### src/rtl/risc_pkg.sv
// Shared RISC-V encoding definitions used by the encoder and the decoder.
// Holds the instruction format enumeration, major opcodes and immediate range helper.
package risc_pkg;

    typedef enum logic [2:0] {
        FMT_R = 3'd0,
        FMT_I = 3'd1,
        FMT_S = 3'd2,
        FMT_B = 3'd3,
        FMT_U = 3'd4,
        FMT_J = 3'd5
    } fmt_e;

    localparam logic [6:0] OPC_LOAD   = 7'b0000011;
    localparam logic [6:0] OPC_OP_IMM = 7'b0010011;
    localparam logic [6:0] OPC_AUIPC  = 7'b0010111;
    localparam logic [6:0] OPC_STORE  = 7'b0100011;
    localparam logic [6:0] OPC_OP     = 7'b0110011;
    localparam logic [6:0] OPC_LUI    = 7'b0110111;
    localparam logic [6:0] OPC_BRANCH = 7'b1100011;
    localparam logic [6:0] OPC_JALR   = 7'b1100111;
    localparam logic [6:0] OPC_JAL    = 7'b1101111;

    // True when v is the sign extension of its low w bits: everything from bit w-1 up
    // must be all zeros or all ones.
    function automatic logic sext_ok(input logic [31:0] v, input int unsigned w);
        logic [31:0] upper;
        upper = 32'($signed(v) >>> (w - 1));
        return (upper == '0) || (upper == '1);
    endfunction

endpackage

### src/rtl/instr_pack.sv
// Purely combinational RISC-V field packer with immediate/format range checking.
// Unknown formats produce an all-zero word flagged as an error.
module instr_pack import risc_pkg::*; (
    input  fmt_e        fmt,
    input  logic [6:0]  opcode,
    input  logic [2:0]  funct3,
    input  logic [6:0]  funct7,
    input  logic [4:0]  rd,
    input  logic [4:0]  rs1,
    input  logic [4:0]  rs2,
    input  logic [31:0] imm,
    output logic [31:0] instr,
    output logic        err
);

    always_comb begin
        instr = '0;
        err   = 1'b0;
        case (fmt)
            FMT_R: begin
                instr = {funct7, rs2, rs1, funct3, rd, opcode};
            end
            FMT_I: begin
                instr = {imm[11:0], rs1, funct3, rd, opcode};
                err   = !sext_ok(imm, 12);
            end
            FMT_S: begin
                instr = {imm[11:5], rs2, rs1, funct3, imm[4:0], opcode};
                err   = !sext_ok(imm, 12);
            end
            FMT_B: begin
                instr = {imm[12], imm[10:5], rs2, rs1, funct3, imm[4:1], imm[11], opcode};
                err   = !sext_ok(imm, 13) || imm[0];
            end
            FMT_U: begin
                instr = {imm[31:12], rd, opcode};
                err   = |imm[11:0];
            end
            FMT_J: begin
                instr = {imm[20], imm[10:1], imm[11], imm[19:12], rd, opcode};
                err   = !sext_ok(imm, 21) || imm[0];
            end
            default: begin
                err = 1'b1;
            end
        endcase
        // Every 32-bit RISC-V opcode has its two low bits set.
        if (opcode[1:0] != 2'b11) begin
            err = 1'b1;
        end
    end

endmodule

### src/rtl/instr_encoder.sv
// Instruction encoder: one registered output stage carrying the packed word and its
// address, plus the program counter, emitted-word counter and sticky error flag.
module instr_encoder import risc_pkg::*; (
    input  logic        clk,
    input  logic        rst_n,
    input  logic        in_valid,
    output logic        in_ready,
    input  fmt_e        fmt,
    input  logic [6:0]  opcode,
    input  logic [2:0]  funct3,
    input  logic [6:0]  funct7,
    input  logic [4:0]  rd,
    input  logic [4:0]  rs1,
    input  logic [4:0]  rs2,
    input  logic [31:0] imm,
    input  logic        base_load,
    input  logic [31:0] base_addr,
    output logic        out_valid,
    input  logic        out_ready,
    output logic [31:0] out_instr,
    output logic [31:0] out_addr,
    output logic        out_err,
    output logic        err_seen,
    output logic [15:0] count
);

    logic [31:0] pc;
    logic [31:0] pack_instr;
    logic        pack_err;
    logic        accept;

    // base_load blocks acceptance so the PC update never races a new word.
    assign in_ready = (!out_valid || out_ready) && !base_load;
    assign accept   = in_valid && in_ready;

    instr_pack u_pack (
        .fmt    (fmt),
        .opcode (opcode),
        .funct3 (funct3),
        .funct7 (funct7),
        .rd     (rd),
        .rs1    (rs1),
        .rs2    (rs2),
        .imm    (imm),
        .instr  (pack_instr),
        .err    (pack_err)
    );

    always_ff @(posedge clk or negedge rst_n) begin
        if (!rst_n) begin
            out_valid <= 1'b0;
            out_instr <= '0;
            out_addr  <= '0;
            out_err   <= 1'b0;
        end else if (accept) begin
            out_valid <= 1'b1;
            out_instr <= pack_instr;
            out_addr  <= pc;
            out_err   <= pack_err;
        end else if (out_ready) begin
            out_valid <= 1'b0;
        end
    end

    always_ff @(posedge clk or negedge rst_n) begin
        if (!rst_n) begin
            pc       <= '0;
            count    <= '0;
            err_seen <= 1'b0;
        end else if (base_load) begin
            pc       <= {base_addr[31:2], 2'b00};
            count    <= '0;
            err_seen <= 1'b0;
        end else if (accept) begin
            pc <= pc + 32'd4;
            if (count != 16'hFFFF) begin
                count <= count + 16'd1;
            end
            if (pack_err) begin
                err_seen <= 1'b1;
            end
        end
    end

endmodule

### config.mk
export PLATFORM = sky130hd
export DESIGN_NAME = instr_encoder
export DESIGN_NICKNAME = d
export VERILOG_FILES = /design/src/rtl/risc_pkg.sv /design/src/rtl/instr_pack.sv /design/src/rtl/instr_encoder.sv
export SDC_FILE = /design/constraint.sdc
export NUM_CORES = 1
export LEC_CHECK = 0
export CAP_MARGIN = 15
export CORE_AREA = 3 3 96 167
export CTS_CLUSTER_SIZE = 10
export DETAILED_ROUTE_END_ITERATION = 16
export DIE_AREA = 0 0 99 170
export DONT_BUFFER_PORTS = 1
export GPL_TIMING_DRIVEN = 1
export PLACE_DENSITY = 0.6
export SETUP_SLACK_MARGIN = 0.15
export SYNTH_ARGS = -nofsm -noshare
export SYNTH_HDL_FRONTEND = slang
export SYNTH_HIERARCHICAL = 1
export SYNTH_SLANG_ARGS = --single-unit
### constraint.sdc
create_clock -name clk -period 1.8 [get_ports clk]
set_input_delay 0.09 -clock clk [delete_from_list [all_inputs] [get_ports clk]]
set_output_delay 0.09 -clock clk [all_outputs]
set_load 0.03 [all_outputs]
==> results of run 1 <==
==> power by group <==
group | internal (mW) | leakage (nW) | switching, mW
sequential | 2.85 | 1.37 | 0.889
clock | 1.11 | 0.150 | 0.954
combinational | 0.531 | 1.64 | 0.369
total | 4.48 | 3.16 | 2.21
==> layout by cell type, fill, tap and decap left out, types with 5 or more instances in the layout <==
| master | netlist | final |
|---|---|---|
| xnor2_1 | 33 | 33 |
| a21oi_1 | 11 | 11 |
| o21ai_0 | 57 | 48 |
| nor4_4 | 0 | 10 |
| clkbuf_16 | 0 | 9 |
| dfrtp_2 | 0 | 10 |
| mux2i_1 | 10 | 10 |
| o21ai_1 | 7 | 11 |
| nor2_1 | 22 | 22 |
| dlygate4sd3_1 | 0 | 25 |
| nor4_1 | 10 | 9 |
| and3_1 | 6 | 5 |
| xor2_1 | 8 | 8 |
| mux2_2 | 70 | 70 |
| a22oi_1 | 5 | 5 |
| nor3_1 | 16 | 9 |
| and2_1 | 10 | 9 |
| nand3_1 | 13 | 13 |
| nand2_1 | 70 | 66 |
| o21ai_2 | 3 | 8 |
| buf_4 | 4 | 50 |
| nand4_1 | 17 | 17 |
| dfrtp_1 | 111 | 101 |
| inv_1 | 24 | 24 |
==> sequential cells by signal (all words and copies together) (netlist names) <==
signal	flops
count	16
out_err	1
out_valid	1
pc	30
err_seen	1
out_instr	32
out_addr	30
==> layout make-up <==
type	instances	area (um^2)	area share
Tap cell	183	229	0.0314
Multi-Input combinational cell	414	3130	0.429
Clock inverter	6	76.3	0.0105
Inverter	24	90.1	0.0124
Clock buffer	10	229	0.0314
Timing Repair Buffer	83	751	0.103
Sequential cell	111	2790	0.383
==> logic make-up (layout without fill, tap and decap cells) <==
logic type               count (synthesis)  count (layout)  synth area share
flip-flops                             111             111             0.473
buffers and inverters                   56             123            0.0424
AND/OR/NAND/NOR                        198             198             0.182
AO/OA/AOI/OAI                           91              91            0.0852
multiplexers                            80              80             0.151
other                                    1               2          0.000639
adder cells (fa/ha/maj)                  2               2           0.00426
XOR/XNOR                                41              41            0.0611
==> worst reg2reg max path, stage by stage (launching register included) <==
cell and delay, ns:
dfrtp_1 0.43, nand4_4 0.14, or3_4 0.37, buf_12 0.17, nor4_4 0.28, xnor2_1 0.17, o21ai_2 0.06
==> metal layers <==
| layer | vias up | share of wire |
|---|---|---|
| li1 | 2158 | - |
| met1 | 2221 | 0.36 |
| met2 | 191 | 0.54 |
| met3 | 30 | 0.070 |
| met4 | 0 | 0.031 |
| met5 | - | 0 |
==> worst max-delay path by stage <==
stage	start	to	slack (ns)	depth (start not counted)
CTS	pc[16]$_DFFE_PN0P_	pc[31]$_DFFE_PN0P_	0.07	6
global route	pc[12]$_DFFE_PN0P_	pc[30]$_DFFE_PN0P_	-0.001	6
detailed placement	out_valid$_DFFE_PN0P_	count[14]$_DFFE_PN0P_	-0.02	6
finish	pc[12]$_DFFE_PN0P_	pc[31]$_DFFE_PN0P_	0.08	6
global placement	out_valid$_DFFE_PN0P_	count[14]$_DFFE_PN0P_	0.03	6
floorplan	out_valid$_DFFE_PN0P_	pc[19]$_DFFE_PN0P_	0.1	6
==> what timing repair did <==
action / 4_1_cts / 5_1_grt
resized for setup: 18 / 38
endpoints found under the hold margin: 177 / 153
pin swaps: 12 / 11
buffers inserted: 9 / 7
endpoints found under the setup margin: 68 / 68
==> metrics.txt, run 1 <==
fin nets=between 700 and 800; Hold Buf Count CTS=25; Max Clk Rate=0.582 GHz; DP Area=about 6400 um^2; Longest Clk Path Bufs=2; CP Launch Type=flop; crit share post-route=0.955; CP Data Arrival Time=between 1.5 and 2 ns; cell taking the most area after synthesis=dfrtp_1; CTS tree=yes; final WL=around 16000 um; max-cap viol count=0; hold slack final=-0.574 ns; Post-Route Setup TNS=0 ns; fin area=approximately 7300 um^2; Yosys cell types=46; cts bufs inserted=9; Worst-Skew Late Latency=roughly 0.35 ns; worst path bufs/invs=1; Post-Syn Area per Cell=10.1 um^2; Initial DRC Count=between 200 and 250; proportion of layout cells with a drive suffix above 1=0.309; Synth top area share=0.473; initial antenna violation count=0; Worst path slowest cell=dfrtp_1; unrepaired setup endpoints after global routing=true; Fillers=1383; Cells after Synth=580; ys async rst share=1.00; RD Place Congestion=~0.9; flop2flop setup slack=between 0.08 and 0.09 ns; final setup fails=0; GR Util met1=0.194; post-DP HPWL=between 10000 and 15000 um; worst slack at placement=-0.0153 ns; max_slew headroom=0.621; starting density of the core=0.396; Root Driver=clkbuf_16; die span in x=a little under 100 um; global route hottest layer=met2; n_diodes=0; crit-path max FO=9; first-pass GRT wire length=~25000 um; CP Cell Sequence=nand4_4 -> or3_4 -> buf_12 -> nor4_4 -> xnor2_1 -> o21ai_2; Cell Rows=59; chip height=roughly 170 um; Vias=between 4000 and 5000; # DRC=0; total power=approximately 6.7 mW; io pins=roughly 190; clock slew at reported path FFs=roughly 0.080 ns; post-layout util=0.491; failing checks=hold timing; ANT nets after route=0; Synth-to-Final Area Change=24.2%; DRT Pass-1 Iters=4; PnR worst setup slack=approximately 0.082 ns; count leader, synth=dfrtp_1; Final Skew=approximately 0.012 ns; path depth of the worst reg2reg path=6; H-tree depth=3; PortBufs=0; EDFF count, synth=0; drt via density=5.54; largest net degree at the start of global routing=112; cell area power density=roughly 920 nW/um^2; largest cells by area after synthesis=dfrtp_1 (47%), mux2_2 (13%), xnor2_1 (4.9%); cell count after placement=774; YS warnings=6; main flop type after synthesis=dfrtp_1; drt wl/cell=approximately 19 um; CTS sink count=~110; number of synthesized register bits=111; VDD IR max=around 0.00047 V; Largest stage delay, worst path=0.43 ns; fin cells=roughly 830; Die Footprint=16800 um^2; grt met2 use=0.335; mapped cell area=roughly 5900 um^2; max-slew violations=0; critical path class=reg -> reg; critical path data required time=around 2.0 ns; M3 GR Usage=0.0394; vias in the first global route=roughly 4800; Worst Hold Class=in -> async; critical path endpoint category=flop; grt ovf=0; Worst-Margin Slew=0.567 ns; Core Area=roughly 15000 um^2; sequential share of the synthesized area=0.473; commonest cells in the netlist=dfrtp_1 (111), mux2_2 (70), nand2_1 (70); Total GRT Usage=0.181; delay-heaviest family, CP=simple AND/OR/NAND/NOR gates; Tmin final=approximately 1.7 ns; leakage power=3.16 nW; status=finished, violations left; RR Startpoint=pc[12]$_DFFE_PN0P_; final hold vios=154; R2R Path End=pc[31]$_DFFE_PN0P_
Power figures use the tool's default switching activity.
==> inputs of run 2 (changes only) <==
--- a/config.mk
+++ b/config.mk
@@ -12,7 +12,7 @@
 export DIE_AREA = 0 0 99 170
 export DONT_BUFFER_PORTS = 1
 export GPL_TIMING_DRIVEN = 1
-export PLACE_DENSITY = 0.6
+export PLACE_DENSITY = 0.54
 export SETUP_SLACK_MARGIN = 0.15
 export SYNTH_ARGS = -nofsm -noshare
 export SYNTH_HDL_FRONTEND = slang
==> run 2 against run 1 <==
  * Critical path depth is the same
  * Largest power group unchanged
  * Clock power shrank 7%
  * Worst hold slack gained 0.0010 ns
  * Die area is the same
  * Critical endpoint unchanged
  * Sequential share of layout area grew 0.82 points
  * Clock-buffer cell count grew 1
  * Non-clock buffer count shrank 13
  * The flow still finishes with violations (hold timing)
==> metrics.txt, run 2 (synthesis gave the netlist of run 1 again) <==
Die Footprint=16800 um^2 (unchanged); Vias=4524 (-1.7%); PortBufs=0 (unchanged); Total GRT Usage=0.183 (+0.00211); drt wl/cell=19.3 um (+2.3%); commonest non-fill, non-tap cell in the layout=dfrtp_1; VDD IR max=0.000543 V (+16%); CP Launch Type=flop; Worst-Margin Slew=0.594 ns (+0.0269 ns); Synth-to-Final Area Change=21.5%; Cell Rows=59 (unchanged); die span in x=99 um (unchanged); grt ovf=0 (unchanged); Detail Route met3 WL=1260 um (+15%); Core Area=14800 um^2 (unchanged); DRT met1 WL=5410 um (-4.8%); Hold Buf Count CTS=18 (-28%); ANT nets after route=0 (unchanged); DRT Pass-1 Iters=4 (unchanged); cts bufs inserted=9 (unchanged); post-DP HPWL=11700 um (+2.6%); Root Driver=clkbuf_16; crit-path max FO=9 (unchanged); final hold vios=156 (+1.3%); failing checks=hold timing; io pins=188 (unchanged); starting density of the core=0.396 (unchanged); Worst-Skew Late Latency=0.35 ns (about the same); unrepaired setup endpoints after global routing=true; top sig layer=met4; Final Skew=0.0121 ns (-0.000159 ns); Tmin final=1.71 ns (-0.0110 ns); Met2 Wirelength=8770 um (+4.5%); Initial DRC Count=164 (-28%); final setup fails=0 (unchanged); fin cells=818 (-1.6%); leakage power=3.02 nW (-4.7%); chip height=170 um (unchanged); Post-Route Setup TNS=0 ns (unchanged); H-tree depth=3 (unchanged); max-slew violations=0 (unchanged); critical path data required time=2.03 ns (about the same); critical path endpoint category=flop; # DRC=0 (unchanged); critical path class=reg -> reg; status=finished, violations left; initial antenna violation count=0 (unchanged); hold slack final=-0.573 ns (+0.00103 ns); CTS sink count=111 (unchanged); Max Clk Rate=0.586 GHz (+0.64%); drt via density=5.53 (about the same); CTS tree=yes; Longest Clk Path Bufs=2 (unchanged); most flop-heavy register=out_instr; first-pass GRT wire length=24600 um (about the same); Top Registers=out_instr x32, out_addr x30, pc x30; vias in the first global route=4873 (+0.72%); RD Place Congestion=0.895 (-0.94%); clock slew at reported path FFs=0.08 ns (about the same); commonest cells after routing, fill and taps aside=dfrtp_1 (102), mux2_2 (70), nand2_1 (68); final WL=15800 um (+0.73%); Worst Hold Class=in -> async; CP Data Arrival Time=1.94 ns (about the same); largest net degree at the start of global routing=112 (unchanged); cell area power density=913 nW/um^2 (-0.54%); crit share post-route=0.948 (-0.00609); n_diodes=0 (unchanged); fin nets=736 (-1.7%); max_slew headroom=0.603 (-0.0180); proportion of layout cells with a drive suffix above 1=0.298 (-0.0110); cell count after placement=774 (unchanged); max-cap viol count=0 (unchanged); max reg flops=32 (unchanged)
-- run 2: cell types whose count changed in the layout (fill, tap and decap cells not counted), moves of 3 or more --
cell,delta
nor4_2,+3
o21ai_0,+5
buf_4,-6
nor3_2,+3
dlygate4sd3_1,-8
o21ai_2,-5
-- run 2: final cells by class --
cell class | count | area (um^2)
inverter | 24 | 90.1
fill | 1387 | 7700
multi-input combinational | 414 | 3090
tap | 183 | 229
clock buffer | 11 | 243
timing repair buffer | 70 | 654
sequential | 111 | 2790
clock inverter | 5 | 42.5
-- run 2: report_power, final --
group / switching (mW) / internal, mW
Combinational: 0.357 / 0.509
Sequential: 0.884 / 2.85
Clock: 0.927 / 0.994
Total: 2.17 / 4.35
-- run 2: per-stage QoR --
stage          hold slack [ns]  cell area [um^2]  setup WS [ns]  utilization  power [mW]
6_report                -0.573              7140         0.0928        0.481        6.52
5_1_grt                 -0.595              7140         0.0350        0.481        6.84
4_1_cts                 -0.580              6950         0.0796        0.468        6.61
3_5_place_dp            -0.201              6390        0.00222        0.431        4.59
2_1_floorplan           -0.206              6010         0.0962            -        4.35
3_3_place_gp            -0.201              6390         0.0333        0.431        4.55
-- run 2: routing by layer --
metal / vias up / global-route usage
met3: 22 / 0.0558
met1: 2215 / 0.187
li1: 2123 / -
met4: 0 / 0.0660
met2: 164 / 0.344
met5: - / 0
-- run 2: repair_timing --
item                                    CTS  global route
endpoints found under the setup margin   15            61
gates resized for setup                   9            31
pin swaps                                 6            17
endpoints found under the hold margin   170           156
setup buffers                             5             6
-- run 2: worst paths after layout --
path / start / end / slack [ns] / depth (start not counted)
worst max-delay path: pc[15]$_DFFE_PN0P_ / pc[31]$_DFFE_PN0P_ / 0.09 / 6
worst min-delay path: rst_n / out_addr[13]$_DFFE_PN0P_ / -0.57 / 0
worst min register to register: pc[21]$_DFFE_PN0P_ / out_addr[21]$_DFFE_PN0P_ / 0.56 / 1
max in group asynchronous: rst_n / count[5]$_DFFE_PN0P_ / 2.21 / 0
worst max register to register: pc[15]$_DFFE_PN0P_ / pc[31]$_DFFE_PN0P_ / 0.09 / 6
min in group clk: base_load / count[3]$_DFFE_PN0P_ / -0.20 / 1
-- run 2: critical path, cell delays in order, from the launching register on --
cell and delay [ns]:
dfrtp_1 0.36, nand4_1 0.15, or3_4 0.42, buf_12 0.16, nor4_4 0.27, xnor2_1 0.16
o21ai_2 0.06
==> inputs of run 3 (changes only) <==
--- a/config.mk
+++ b/config.mk
@@ -6,10 +6,10 @@
 export NUM_CORES = 1
 export LEC_CHECK = 0
 export CAP_MARGIN = 15
-export CORE_AREA = 3 3 96 167
+export CORE_AREA = 2 2 95 166
 export CTS_CLUSTER_SIZE = 10
 export DETAILED_ROUTE_END_ITERATION = 16
-export DIE_AREA = 0 0 99 170
+export DIE_AREA = 0 0 97 168
 export DONT_BUFFER_PORTS = 1
 export GPL_TIMING_DRIVEN = 1
 export PLACE_DENSITY = 0.54
==> run 3 against run 2 <==
  * Critical path type unchanged
  * Via count up 3.2%
  * Clock skew is 0.0016 ns lower
  * Clock-buffer cell count unchanged
  * Sequential share of layout area fell by 2.0 points
  * Worst setup slack improved by 0.0057 ns
  * Non-clock buffer count increased by 18
  * The flow still finishes with violations (hold timing)
  * Design area up 5.3%
  * Die area down 3.2%
  * Total power is 5.4% higher
  * Highest routed layer unchanged
  * Sequential power about the same
  * Largest cell class unchanged
==> metrics.txt, run 3 (synthesis gave the netlist of run 1 again) <==
Initial DRC Count=194 (+18%); Worst-Skew Late Latency=0.35 ns (about the same); most flop-heavy register=out_instr; crit share post-route=0.945 (-0.00317); PnR worst setup slack=0.0985 ns (+0.00571 ns); CP Cell Sequence=nand4_1 -> or3_4 -> buf_8 -> nor4_4 -> xnor2_1 -> o21ai_2; failing checks=hold timing; worst slack at placement=0.0117 ns (+0.00943 ns); fin area=7510 um^2 (+5.3%); hold slack final=-0.568 ns (+0.00462 ns); max-cap viol count=0 (unchanged); first-pass GRT wire length=25100 um (+2.1%); # DRC=0 (unchanged); DP Area=6390 um^2 (about the same); drt wl/cell=20.2 um (+4.9%); leakage power=3.22 nW (+6.8%); Switching Fraction=0.324 (-0.00888); CP Launch Type=flop; max reg flops=32 (unchanged); Longest Clk Path Bufs=2 (unchanged); Final Skew=0.0105 ns (-0.00158 ns); proportion of layout cells with a drive suffix above 1=0.305 (+0.00711); initial antenna violation count=0 (unchanged); status=finished, violations left; die span in x=97 um (-2.0%); critical path data required time=2.03 ns (about the same); PortBufs=0 (unchanged); Hold Buf Count CTS=24 (+6); Reg power frac=0.543 (-0.029); CP Data Arrival Time=1.93 ns (about the same); total power=6.87 mW (+5.4%); DRT Pass-1 Iters=4 (unchanged); Tmin final=1.70 ns (-0.00571 ns); largest net degree at the start of global routing=112 (unchanged); VDD IR max=0.000512 V (-5.7%); Net Switching=2.22 mW (+2.6%); RD Place Congestion=0.913 (+2.0%); critical path endpoint category=flop; post-DP HPWL=11200 um (-3.7%); cell area power density=914 nW/um^2 (+0.12%); crit-path max FO=9 (unchanged); Die Footprint=16300 um^2 (-3.2%); chip height=168 um (-1.2%); final WL=17000 um (+7.6%); Cell Rows=60 (+1.7%); CTS tree=yes; Vias=4671 (+3.2%); Total GRT Usage=0.190 (+0.00697); worst path bufs/invs=1 (unchanged); Top Registers=out_instr x32, out_addr x30, pc x30; final hold vios=156 (unchanged); Post-Route Setup TNS=0 ns (unchanged); fin nets=754 (+2.4%); CTS sink count=111 (unchanged); Core Area=15100 um^2 (+1.7%); commonest non-fill, non-tap cell in the layout=dfrtp_1; io pins=188 (unchanged); H-tree depth=3 (unchanged); drt via density=5.57 (+0.67%); Worst-Margin Slew=0.603 ns (+0.00921 ns); grt ovf=0 (unchanged); max-slew violations=0 (unchanged); starting density of the core=0.389 (-0.00660); commonest cells after routing, fill and taps aside=dfrtp_1 (102), nand2_1 (67), o21ai_0 (55); Clock power frac=0.307 (+0.012); final setup fails=0 (unchanged); Worst path slowest cell=or3_4; cts bufs inserted=9 (unchanged); Root Driver=clkbuf_16; internal power=4.65 mW (+6.8%); vias in the first global route=4906 (+0.68%); Comb pwr share=0.151 (+0.018); ANT nets after route=0 (unchanged); n_diodes=0 (unchanged); post-layout util=0.498 (+0.0169); delay-heaviest family, CP=simple AND/OR/NAND/NOR gates; Worst Hold Class=in -> async; unrepaired setup endpoints after global routing=true; clock slew at reported path FFs=0.08 ns (about the same); Synth-to-Final Area Change=27.9%; critical path class=reg -> reg; Max Clk Rate=0.588 GHz (+0.34%); Largest stage delay, worst path=0.41 ns (about the same); max_slew headroom=0.597 (-0.00616)
==> run 3: cell types whose count changed in the layout (fill, tap and decap cells not counted), sizes merged <==
cell	delta
inv	-1
bufinv	+1
buf	+6
dlygate4sd3	+6
clkbuf	+6
==> run 3: final cells by class <==
cell class / count / area (um^2)
Clock buffer: 11 / 253
Clock inverter: 5 / 63.8
Fill cell: 1373 / 7580
Inverter: 24 / 90.1
Multi-Input combinational cell: 414 / 3150
Sequential cell: 111 / 2790
Tap cell: 186 / 233
Timing Repair Buffer: 88 / 937
==> run 3: repair_timing <==
action                     4_1_cts  5_1_grt
buffers inserted                 6        9
gates cloned                     0        9
hold endpoints to repair       178      156
setup endpoints to repair       24       95
pin swaps                        4        7
gates resized for setup         10       46
==> run 3: final timing paths <==
path,from,end,slack [ns],depth (start not counted)
worst max-delay path,pc[18]$_DFFE_PN0P_,pc[31]$_DFFE_PN0P_,0.1,6
worst min-delay path,rst_n,out_addr[14]$_DFFE_PN0P_,-0.57,0
worst max register to register,pc[18]$_DFFE_PN0P_,pc[31]$_DFFE_PN0P_,0.1,6
worst min register to register,pc[21]$_DFFE_PN0P_,out_addr[21]$_DFFE_PN0P_,0.56,1
max in group asynchronous,rst_n,count[3]$_DFFE_PN0P_,2.10,0
min in group clk,base_load,count[9]$_DFFE_PN0P_,-0.17,1
==> run 3: metrics by stage <==
stage                     std cells  hold slack [ns]
final                           839           -0.568
after CTS                       822           -0.581
after global placement          776           -0.201
after detailed placement        776           -0.202
after global routing            839           -0.590
after floorplan                 581           -0.206
==> run 3: metal layers <==
layer | up-vias | part of all wire | GRT usage
met4 | 0 | 0.019 | 0.0570
met5 | - | 0 | 0
met3 | 22 | 0.068 | 0.0556
met2 | 176 | 0.55 | 0.364
li1 | 2159 | - | -
met1 | 2314 | 0.36 | 0.197
==> run 3: power by group through the flow <==
stage | combinational, mW | clock (mW) | sequential, mW
global placement | 0.771 | 0 | 3.77
floorplan | 0.638 | 0 | 3.71
CTS | 0.874 | 2.18 | 3.73
global route | 1.13 | 2.26 | 3.78
detailed placement | 0.796 | 0 | 3.78
finish | 1.04 | 2.11 | 3.73
